[src/rtl/sdram_frame_arbiter.sv]
// Burst scheduler between the camera write FIFO, the VGA read FIFO and the SDRAM
// command port, with triple-buffered frame banks swapped on frame boundaries.
module sdram_frame_arbiter #(
  parameter int ADDR_W        = 22,
  parameter int LVL_W         = 10,
  parameter int FRAME_WORDS   = 307200,
  parameter int FRAME_STRIDE  = 524288,
  parameter int BURST_LEN     = 256,
  parameter int RD_FIFO_DEPTH = 1024,
  parameter int RD_URGENT     = 128
) (
  input  logic              clk,
  input  logic              rst_n,
  input  logic              init_done,
  input  logic [LVL_W-1:0]  wr_fifo_usedw,
  input  logic [LVL_W-1:0]  rd_fifo_usedw,
  input  logic              frame_valid,
  input  logic              vga_framesync,
  output logic              cmd_req,
  output logic              cmd_wr,
  output logic [ADDR_W-1:0] cmd_addr,
  output logic [LVL_W-1:0]  cmd_len,
  input  logic              cmd_ack,
  input  logic              cmd_done,
  output logic [1:0]        wr_bank,
  output logic [1:0]        rd_bank,
  output logic              frame_drop,
  output logic [1:0]        dbg_state
);

  localparam int                PTR_W    = $clog2(FRAME_WORDS + 1);
  localparam logic [PTR_W-1:0]  FW_P     = PTR_W'(FRAME_WORDS);
  localparam logic [PTR_W-1:0]  BL_P     = PTR_W'(BURST_LEN);
  localparam logic [LVL_W-1:0]  BL_L     = LVL_W'(BURST_LEN);
  localparam logic [LVL_W-1:0]  URG_L    = LVL_W'(RD_URGENT);
  localparam logic [LVL_W-1:0]  ROOM_L   = LVL_W'(RD_FIFO_DEPTH - BURST_LEN);
  localparam logic [ADDR_W-1:0] STRIDE_A = ADDR_W'(FRAME_STRIDE);

  typedef enum logic [1:0] {IDLE = 2'd0, REQ = 2'd1, BUSY = 2'd2} state_t;

  state_t             state_q, state_d;
  logic               cmd_wr_q, cmd_wr_d;
  logic [ADDR_W-1:0]  cmd_addr_q, cmd_addr_d;
  logic [LVL_W-1:0]   cmd_len_q, cmd_len_d;
  logic [1:0]         wr_bank_q, wr_bank_d, rd_bank_q, rd_bank_d;
  logic [1:0]         complete_bank_q, complete_bank_d;
  logic [PTR_W-1:0]   wr_ptr_q, wr_ptr_d, rd_ptr_q, rd_ptr_d;
  logic               fv_q, vs_q, cam_pend_q, cam_pend_d, vga_pend_q, vga_pend_d;
  logic               frame_drop_q, frame_drop_d;

  logic               cam_edge, vga_edge, burst_done, in_flight;
  logic               cam_event, vga_event, cam_hold, vga_hold, cam_go, vga_go;
  logic               pick_rd_urgent, pick_wr, pick_rd_fill, pick_any, pick_is_wr;
  logic [PTR_W-1:0]   sel_ptr, remain, wr_ptr_adv, rd_ptr_adv;
  logic [1:0]         sel_bank;

  always_ff @(posedge clk or negedge rst_n) begin
    if (!rst_n) state_q <= IDLE;
    else        state_q <= state_d;
  end

  always_comb begin
    state_d = state_q;
    case (state_q)
      IDLE:    if (pick_any) state_d = REQ;
      REQ:     if (cmd_ack)  state_d = BUSY;
      BUSY:    if (cmd_done) state_d = IDLE;
      default: state_d = IDLE;
    endcase
  end

  always_comb begin
    cmd_req    = (state_q == REQ);
    cmd_wr     = cmd_wr_q;
    cmd_addr   = cmd_addr_q;
    cmd_len    = cmd_len_q;
    wr_bank    = wr_bank_q;
    rd_bank    = rd_bank_q;
    frame_drop = frame_drop_q;
    dbg_state  = state_q;
  end

  // Burst selection; a frame edge seen in IDLE moves a pointer, so picking waits a cycle.
  always_comb begin
    pick_rd_urgent = (rd_fifo_usedw < URG_L) && (rd_ptr_q < FW_P);
    pick_wr        = (wr_fifo_usedw >= BL_L) && (wr_ptr_q < FW_P);
    pick_rd_fill   = (rd_fifo_usedw <= ROOM_L) && (rd_ptr_q < FW_P);
    pick_is_wr     = !pick_rd_urgent && pick_wr;
    pick_any       = (state_q == IDLE) && init_done && !cam_edge && !vga_edge &&
                     (pick_rd_urgent || pick_wr || pick_rd_fill);
    sel_ptr        = pick_is_wr ? wr_ptr_q : rd_ptr_q;
    sel_bank       = pick_is_wr ? wr_bank_q : rd_bank_q;
    remain         = FW_P - sel_ptr;
    cmd_wr_d       = cmd_wr_q;
    cmd_addr_d     = cmd_addr_q;
    cmd_len_d      = cmd_len_q;
    if (pick_any) begin
      cmd_wr_d   = pick_is_wr;
      cmd_addr_d = ADDR_W'(sel_bank) * STRIDE_A + ADDR_W'(sel_ptr);
      cmd_len_d  = (remain >= BL_P) ? BL_L : LVL_W'(remain);
    end
  end

  // A frame edge on the path of the in-flight burst waits for cmd_done; a VGA edge
  // also waits behind a held camera edge so the swap is always seen first.
  always_comb begin
    cam_edge   = frame_valid & ~fv_q;
    vga_edge   = vga_framesync & ~vs_q;
    burst_done = (state_q == BUSY) && cmd_done;
    in_flight  = (state_q != IDLE) && !burst_done;
    cam_event  = cam_edge | cam_pend_q;
    vga_event  = vga_edge | vga_pend_q;
    cam_hold   = in_flight & cmd_wr_q;
    cam_pend_d = cam_event & cam_hold;
    vga_hold   = in_flight & (~cmd_wr_q | cam_pend_d);
    vga_pend_d = vga_event & vga_hold;
    cam_go     = cam_event & ~cam_hold;
    vga_go     = vga_event & ~vga_hold;

    wr_ptr_adv = wr_ptr_q;
    rd_ptr_adv = rd_ptr_q;
    if (burst_done && cmd_wr_q)  wr_ptr_adv = wr_ptr_q + PTR_W'(cmd_len_q);
    if (burst_done && !cmd_wr_q) rd_ptr_adv = rd_ptr_q + PTR_W'(cmd_len_q);

    wr_ptr_d        = wr_ptr_adv;
    rd_ptr_d        = rd_ptr_adv;
    wr_bank_d       = wr_bank_q;
    rd_bank_d       = rd_bank_q;
    complete_bank_d = complete_bank_q;
    frame_drop_d    = 1'b0;
    if (cam_go) begin
      if (wr_ptr_adv == FW_P) begin
        complete_bank_d = wr_bank_q;
        wr_bank_d       = 2'd3 - wr_bank_q - rd_bank_q;
      end else begin
        frame_drop_d = 1'b1;
      end
      wr_ptr_d = '0;
    end
    if (vga_go) begin
      rd_bank_d = complete_bank_d;
      rd_ptr_d  = '0;
    end
  end

  always_ff @(posedge clk or negedge rst_n) begin
    if (!rst_n) begin
      cmd_wr_q        <= 1'b0;
      cmd_addr_q      <= '0;
      cmd_len_q       <= '0;
      wr_bank_q       <= 2'd0;
      rd_bank_q       <= 2'd2;
      complete_bank_q <= 2'd2;
      wr_ptr_q        <= '0;
      rd_ptr_q        <= '0;
      fv_q            <= 1'b0;
      vs_q            <= 1'b0;
      cam_pend_q      <= 1'b0;
      vga_pend_q      <= 1'b0;
      frame_drop_q    <= 1'b0;
    end else begin
      cmd_wr_q        <= cmd_wr_d;
      cmd_addr_q      <= cmd_addr_d;
      cmd_len_q       <= cmd_len_d;
      wr_bank_q       <= wr_bank_d;
      rd_bank_q       <= rd_bank_d;
      complete_bank_q <= complete_bank_d;
      wr_ptr_q        <= wr_ptr_d;
      rd_ptr_q        <= rd_ptr_d;
      fv_q            <= frame_valid;
      vs_q            <= vga_framesync;
      cam_pend_q      <= cam_pend_d;
      vga_pend_q      <= vga_pend_d;
      frame_drop_q    <= frame_drop_d;
    end
  end

endmodule

[config.mk]
export PLATFORM = sky130hd
export DESIGN_NAME = sdram_frame_arbiter
export DESIGN_NICKNAME = d
export VERILOG_FILES = /design/src/rtl/sdram_frame_arbiter.sv
export SDC_FILE = /design/constraint.sdc
export NUM_CORES = 1
export LEC_CHECK = 0
export ABC_CLOCK_PERIOD_IN_PS = 5060
export CELL_PAD_IN_SITES_DETAIL_PLACEMENT = 2
export CELL_PAD_IN_SITES_GLOBAL_PLACEMENT = 2
export CORE_MARGIN = 2
export CORE_UTILIZATION = 37
export DETAILED_ROUTE_END_ITERATION = 16
export HOLD_SLACK_MARGIN = 0.15
export PLACE_DENSITY = 0.84
export SYNTH_ARGS = -nofsm -noshare
export SYNTH_HDL_FRONTEND = slang
export SYNTH_SLANG_ARGS = --single-unit
[constraint.sdc]
create_clock -name clk -period 5.06 [get_ports clk]
set_input_delay 1.518 -clock clk [delete_from_list [all_inputs] [get_ports clk]]
set_output_delay 1.518 -clock clk [all_outputs]
set_load 0.01 [all_outputs]
==> impl_results.md, run 1 <==
- Status: finished, final reports clean
- Switching part of the total power: 31.8%
- Worst min path class: reg -> reg
- P_leak: 2.68 nW
- Starting Density: 38.0%
- Launch point of the worst path: cmd_done
- Post-layout min period: 4.55 ns
- Pwr/cell area: 314 nW/um^2
- Top post-synthesis cells by area: dfrtp_1 (38%), nand2_1 (5.6%), ha_1 (5.0%)
- Crit-path cells: clkdlybuf4s50_1 -> and4b_1 -> nand3_1 -> or4b_1 -> xor2_1 -> nand4b_1 -> or3_1 -> a31oi_1
- Asr flop ratio synth: 100%
- Worst setup margin: 0.513 ns
- Finished Layout Cells: 837
- DR WL/cell: 21.8 um
- Setup-failing EPs final: 0
- CP Capture Type: flop
- Ys flop type: dfrtp_1
- Crit path to: rd_bank[0]
- Clk_skew: 0.00768 ns
- Die height: 123 um
- Critical-path top delay cell: and4b_1
- Cell taking the most area after synthesis: dfrtp_1
- # nets final: 702
- Flop pwr share: 39.0%
- Fin Hold WS: 0.487 ns
- CP max stage delay: 0.62 ns
- Share of the synthesized area in the top cell type: 38.4%
- Die area: 15200 um^2
- Max Slew Vio Count: 0
- Residual DRC: 0
- Port Buffer Count: 58
- Gpl congestion: 0.884
- FF+latch count, synth: 83
- Iter 0 DRT Violations: 291
- Row count: 43
- R2R cell count: 9
- Slew margin rel.: 52.2%
- Total power: 1.99 mW
- Placed cell area: 6020 um^2
- Crit start category: input pin
- Clock network fraction of total power: 37.0%
- Unrepaired setup endpoints after global routing: false
- H-tree Lvls: 3
- TritonCTS Buffers: 9
- Combinational power share: 24.0%
- Post-DP HPWL: 13000 um
- CTS Root Cell: clkbuf_16
- VDD IR max: 0.162 mV
- Critical-path maximum fanout: 14
- Mapped cell area: 5270 um^2
- Top cells by count, synth: dfrtp_1 (81), nand2_1 (79), nor2_1 (62)
- Post-synth EDFFs: 0
- Pre-CTS setup slack: 0.284 ns
- Gr ovfl total: 0
- Clock Path Buffers: 2
- Core Area: 13900 um^2
- Setup Fix Bufs, Post-CTS: 0
- Cell area after layout: 6340 um^2
- 1st-pass router iterations: 4
- Final Cycle Share: 89.9%
- Die W: 123 um
- Sw power: 0.634 mW
- Area growth syn-to-layout: 20.3%
- Worst Tran Pin Value: 0.717 ns
- Io pins: 68
- Clock slew at reported path FFs: 0.06 ns
- Setup TNS: 0 ns
- Category of the most critical setup path: in -> reg
- Fmax: 0.220 GHz
- Antenna diodes: 0
- Worst Path Arrival: 4.81 ns
- Internal Pwr Total: 1.36 mW
- Yosys warning count: 0
- Average cell area after synthesis: 8.74 um^2
- PostCTS Resize Cnt: 0
- Dpl cells: 821
- First-pass GRT wire length: 29600 um
- Reg-to-reg slack, setup: 1.40 ns
- Seq/Total Area, Yosys: 39.4%
- Worst skew pair latency: 0.35 ns
- Largest net degree at the start of global routing: 56
- Hold_buf cts: 0
- FF-to-FF Start: wr_ptr_q[5]
- Antenna-violating nets left: 0
- Most frequent cell after synthesis: dfrtp_1
- Post-synthesis instance total: 603
- Final Hold Fails: 0
- CTS sink cnt: 83
- R2R Path End: rd_bank[0]
- CTS tree: yes
- Overall Global Routing Usage: 25.6%
- Initial antenna violation count: 0
- Syn nets: 653
- Vias in the first global route: 5376
- Share of cells above drive strength 1: 7.61%
- Post-synth cell types: 75
- Data required, critical path: 5.32 ns
- DR vias/cell: 5.76
- Via Count: 4820
- Routed WL: 18200 um
- MaxCap Viol Count: 0
- Utilization after layout: 45.7%
## state kept, by name (all words and copies together), names as in the netlist, 2 cells and up
signal           flops
cmd_addr            21
rd_ptr_q            19
wr_ptr_q            19
cmd_len             10
complete_bank_q      2
dbg_state            2
rd_bank              2
wr_bank              2
## worst min-delay path by stage
stage                       startpoint           end  slack (ns)  depth (start not counted)
after global placement     cmd_addr[9]   cmd_addr[9]        0.46                          2
after global routing      cmd_addr[16]  cmd_addr[16]        0.53                          2
after detailed placement  cmd_addr[12]  cmd_addr[12]        0.47                          2
final                     cmd_addr[12]  cmd_addr[12]        0.49                          2
after floorplan             vga_pend_q    vga_pend_q        0.47                          2
after CTS                 cmd_addr[12]  cmd_addr[12]        0.49                          2
## metal layers
layer  track usage [%]  part of all wire (%)
met5                 0                     0
met4              8.45                   1.8
met3              3.97                   3.4
met2              42.6                    50
met1              34.1                    45
## logic make-up after synthesis
logic type | after synthesis | share of synthesized area [%]
AO/OA/AOI/OAI | 157 | 19.0
XOR/XNOR | 28 | 4.65
adder cells (fa/ha/maj) | 23 | 5.74
buffers and inverters | 50 | 4.20
flip-flops | 83 | 39.4
multiplexers | 22 | 4.20
other | 1 | 0.0711
AND/OR/NAND/NOR | 239 | 22.7
## layout by cell type, fill, tap and decap left out, types with 3 or more instances in the layout
cell / Yosys / layout
clkbuf_16: 0 / 9
dfrtp_1: 81 / 81
a21oi_1: 37 / 37
xnor2_1: 15 / 15
o31ai_1: 4 / 4
nor2b_1: 10 / 10
nand4b_1: 3 / 3
buf_4: 2 / 9
a21o_1: 5 / 5
inv_1: 22 / 22
nor3_1: 14 / 14
o21ai_0: 52 / 51
or3_1: 8 / 8
nand4_1: 11 / 11
o21a_1: 6 / 6
nor4_1: 4 / 4
a31oi_1: 8 / 8
xor2_1: 13 / 13
nor2_1: 62 / 62
and2_1: 6 / 6
clkdlybuf4s50_1: 0 / 57
and3_1: 3 / 3
a211oi_1: 9 / 9
ha_1: 21 / 21
o211ai_1: 7 / 7
nand2b_1: 5 / 5
mux2i_1: 21 / 21
nand2_1: 79 / 79
and4_1: 3 / 3
nand3_1: 9 / 9
## power groups by stage
stage | clock network [mW] | logic [mW] | registers [mW]
2_1_floorplan | 0 | 0.271 | 0.779
3_3_place_gp | 0 | 0.451 | 0.781
3_5_place_dp | 0 | 0.472 | 0.788
4_1_cts | 0.753 | 0.482 | 0.775
5_1_grt | 0.780 | 0.529 | 0.783
6_report | 0.736 | 0.477 | 0.777
## critical path, delay by kind of cell
family                    cells  cell delay, ns
xor gates and xnor gates      1            0.18
buffers and inverters         1            0.55
and+or+nand+nor               5            2.36
AOI/OAI and AO/OA             1            0.20
## layout make-up
| cell class | count | area [um^2] |
|---|---|---|
| fillers | 1508 | 7540 |
| multi-input cells | 470 | 2990 |
| clock buffers | 10 | 239 |
| flip-flops and latches | 83 | 2080 |
| inverters | 22 | 82.6 |
| well taps | 180 | 225 |
| repair buffers | 66 | 638 |
| clock inverters | 6 | 88.8 |
Power figures use the tool's default switching activity.
==> inputs of run 2 (changes only) <==
--- a/config.mk
+++ b/config.mk
@@ -11,6 +11,7 @@
 export CORE_MARGIN = 2
 export CORE_UTILIZATION = 37
 export DETAILED_ROUTE_END_ITERATION = 16
+export GPL_ROUTABILITY_DRIVEN = 0
 export HOLD_SLACK_MARGIN = 0.15
 export PLACE_DENSITY = 0.84
 export SYNTH_ARGS = -nofsm -noshare
==> results of run 2 <==
No change in the layout: final DEF, timing and power equal those of run 1.
==> inputs of run 3 (changes only) <==
--- a/config.mk
+++ b/config.mk
@@ -8,7 +8,6 @@
 export ABC_CLOCK_PERIOD_IN_PS = 5060
 export CELL_PAD_IN_SITES_DETAIL_PLACEMENT = 2
 export CELL_PAD_IN_SITES_GLOBAL_PLACEMENT = 2
-export CORE_MARGIN = 2
 export CORE_UTILIZATION = 37
 export DETAILED_ROUTE_END_ITERATION = 16
 export GPL_ROUTABILITY_DRIVEN = 0
==> run 3 against run 2 <==
Net effect: final cell count grew 0.12%; maximum frequency up 7.5%; clock power rose by 0.8%.
==> impl_results.md, run 3 (synthesis gave the netlist of run 1 again) <==
- Area growth syn-to-layout: 20.5% (was 20.3%)
- Gr ovfl total: 0 (unchanged)
- Die height: 121 um (was 123 um)
- Routed WL: 18400 um (was 18200 um)
- DR vias/cell: 5.86 (was 5.76)
- Clock slew at reported path FFs: 0.06 ns (about the same)
- Final Cycle Share: 83.6% (was 89.9%)
- Commonest non-fill, non-tap cell in the layout: dfrtp_1 (unchanged)
- DR WL/cell: 21.9 um (was 21.8 um)
- Core Area: 13900 um^2 (unchanged)
- Placed cell area: 6020 um^2 (about the same)
- Port Buffer Count: 58 (unchanged)
- Post-layout min period: 4.23 ns (was 4.55 ns)
- Starting Density: 38.0% (unchanged)
- CP Capture Type: flop (unchanged)
- TritonCTS Buffers: 9 (unchanged)
- Slew margin rel.: 54.3% (was 52.2%)
- Crit start category: input pin (unchanged)
- CP max stage delay: 0.58 ns (was 0.62 ns)
- Grt met2 use: 44.7% (was 42.6%)
- PostCTS Resize Cnt: 0 (unchanged)
- P_leak: 2.68 nW (about the same)
- Iter 0 DRT Violations: 230 (was 291)
- Final Hold Fails: 0 (unchanged)
- M1 GR Usage: 35.7% (was 34.1%)
- Worst Tran Pin Value: 0.686 ns (was 0.717 ns)
- Vias in the first global route: 5399 (was 5376)
- Largest net degree at the start of global routing: 56 (unchanged)
- # nets final: 703 (was 702)
- Worst min path class: reg -> reg (unchanged)
- Category of the most critical setup path: in -> reg (unchanged)
- Post-DP HPWL: 13300 um (was 13000 um)
- Hold_buf cts: 0 (unchanged)
- Initial antenna violation count: 0 (unchanged)
- Crit-path cells: clkdlybuf4s50_1 -> nand4b_1 -> buf_4 -> nand2_1 -> o21ai_0 -> nor2_1 -> o2111ai_1 -> or4_4 -> or3_1 -> a31oi_1 (was clkdlybuf4s50_1 -> and4b_1 -> nand3_1 -> or4b_1 -> xor2_1 -> nand4b_1 -> or3_1 -> a31oi_1)
- VDD IR max: 0.177 mV (was 0.162 mV)
- Met3 usage: 2.77% (was 3.97%)
- Io pins: 68 (unchanged)
- First-pass GRT wire length: 29800 um (was 29600 um)
- Antenna-violating nets left: 0 (unchanged)
- Most frequent cells in the layout: dfrtp_1 (81), nand2_1 (79), nor2_1 (62) (unchanged)
- Die area: 14700 um^2 (was 15200 um^2)
- Overall Global Routing Usage: 26.6% (was 25.6%)
- Share of cells above drive strength 1: 7.75% (was 7.61%)
- Fmax: 0.236 GHz (was 0.220 GHz)
- Unrepaired setup endpoints after global routing: false (unchanged)
- Clock Path Buffers: 2 (unchanged)
- Setup Fix Bufs, Post-CTS: 0 (unchanged)
- Die W: 121 um (was 123 um)
- Pre-CTS setup slack: 0.556 ns (was 0.284 ns)
- Utilization after layout: 45.8% (was 45.7%)
- Filler cells: 1553 (was 1508)
- Status: finished, final reports clean (unchanged)
- 1st-pass router iterations: 5 (was 4)
- CTS tree: yes (unchanged)
- Data required, critical path: 5.33 ns (was 5.32 ns)
- Cell area after layout: 6350 um^2 (was 6340 um^2)
- MaxCap Viol Count: 0 (unchanged)
- Residual DRC: 0 (unchanged)
- H-tree Lvls: 3 (unchanged)
- Grt peak-use layer: met2 (unchanged)
- Clk_skew: 0.0104 ns (was 0.00768 ns)
- Row count: 43 (unchanged)
- Antenna diodes: 0 (unchanged)
- Fin Hold WS: 0.481 ns (was 0.487 ns)
- CTS sink cnt: 83 (unchanged)
- Setup-failing EPs final: 0 (unchanged)
- Setup TNS: 0 ns (unchanged)
- Pwr/cell area: 314 nW/um^2 (about the same)
- Worst setup margin: 0.831 ns (was 0.513 ns)
- Critical-path top delay cell: or4_4 (was and4b_1)
- Worst skew pair latency: 0.35 ns (about the same)
- Via Count: 4914 (was 4820)
- Critical-path maximum fanout: 9 (was 14)
- Largest register FFs: 21 (unchanged)
- CTS Root Cell: clkbuf_16 (unchanged)
- Max Slew Vio Count: 0 (unchanged)
- Worst Path Arrival: 4.49 ns (was 4.81 ns)
==> run 3: layout make-up <==
cell class	instances	area, um^2	share of cell area (%)
clock inverter	6	88.8	1.40
timing repair buffer	67	646	10.2
clock buffer	10	239	3.76
sequential	83	2080	32.7
inverter	22	82.6	1.30
tap	180	225	3.55
multi-input combinational	470	2990	47.1
==> run 3: per-stage QoR <==
stage                     cells  power, mW
final                       838       2.00
after detailed placement    822       1.26
after global placement      822       1.23
after global routing        838       2.08
after floorplan             603       1.05
after CTS                   838       2.01
==> run 3: power by group <==
group	switching [mW]	internal [mW]
Sequential	0.0601	0.714
Combinational	0.284	0.197
Clock	0.296	0.446
Total	0.640	1.36
==> run 3: worst paths after layout <==
kind	from	to	slack, ns	depth (start not counted)
worst min register to register	cmd_addr[11]	cmd_addr[11]	0.48	2
min in group asynchronous	rst_n	cmd_len[5]	1.20	1
worst max register to register	cmd_len[5]	rd_bank[0]	1.41	9
worst min-delay path	cmd_addr[11]	cmd_addr[11]	0.48	2
max in group asynchronous	rst_n	cmd_addr[12]	2.95	2
worst max-delay path	cmd_done	rd_bank[0]	0.83	10
==> run 3: routing by layer <==
metal	routed length (um)	part of all wire [%]	up-vias
met5	0	0	-
met4	292	1.6	0
met3	387	2.1	23
met2	9210	50	70
met1	8470	46	2566
li1	-	-	2255
==> run 3: worst max-delay path: cells and delay by family <==
family	cells	cell delay, ns
AOI/OAI and AO/OA	3	0.44
and+or+nand+nor	5	1.63
buffers and inverters	2	0.90
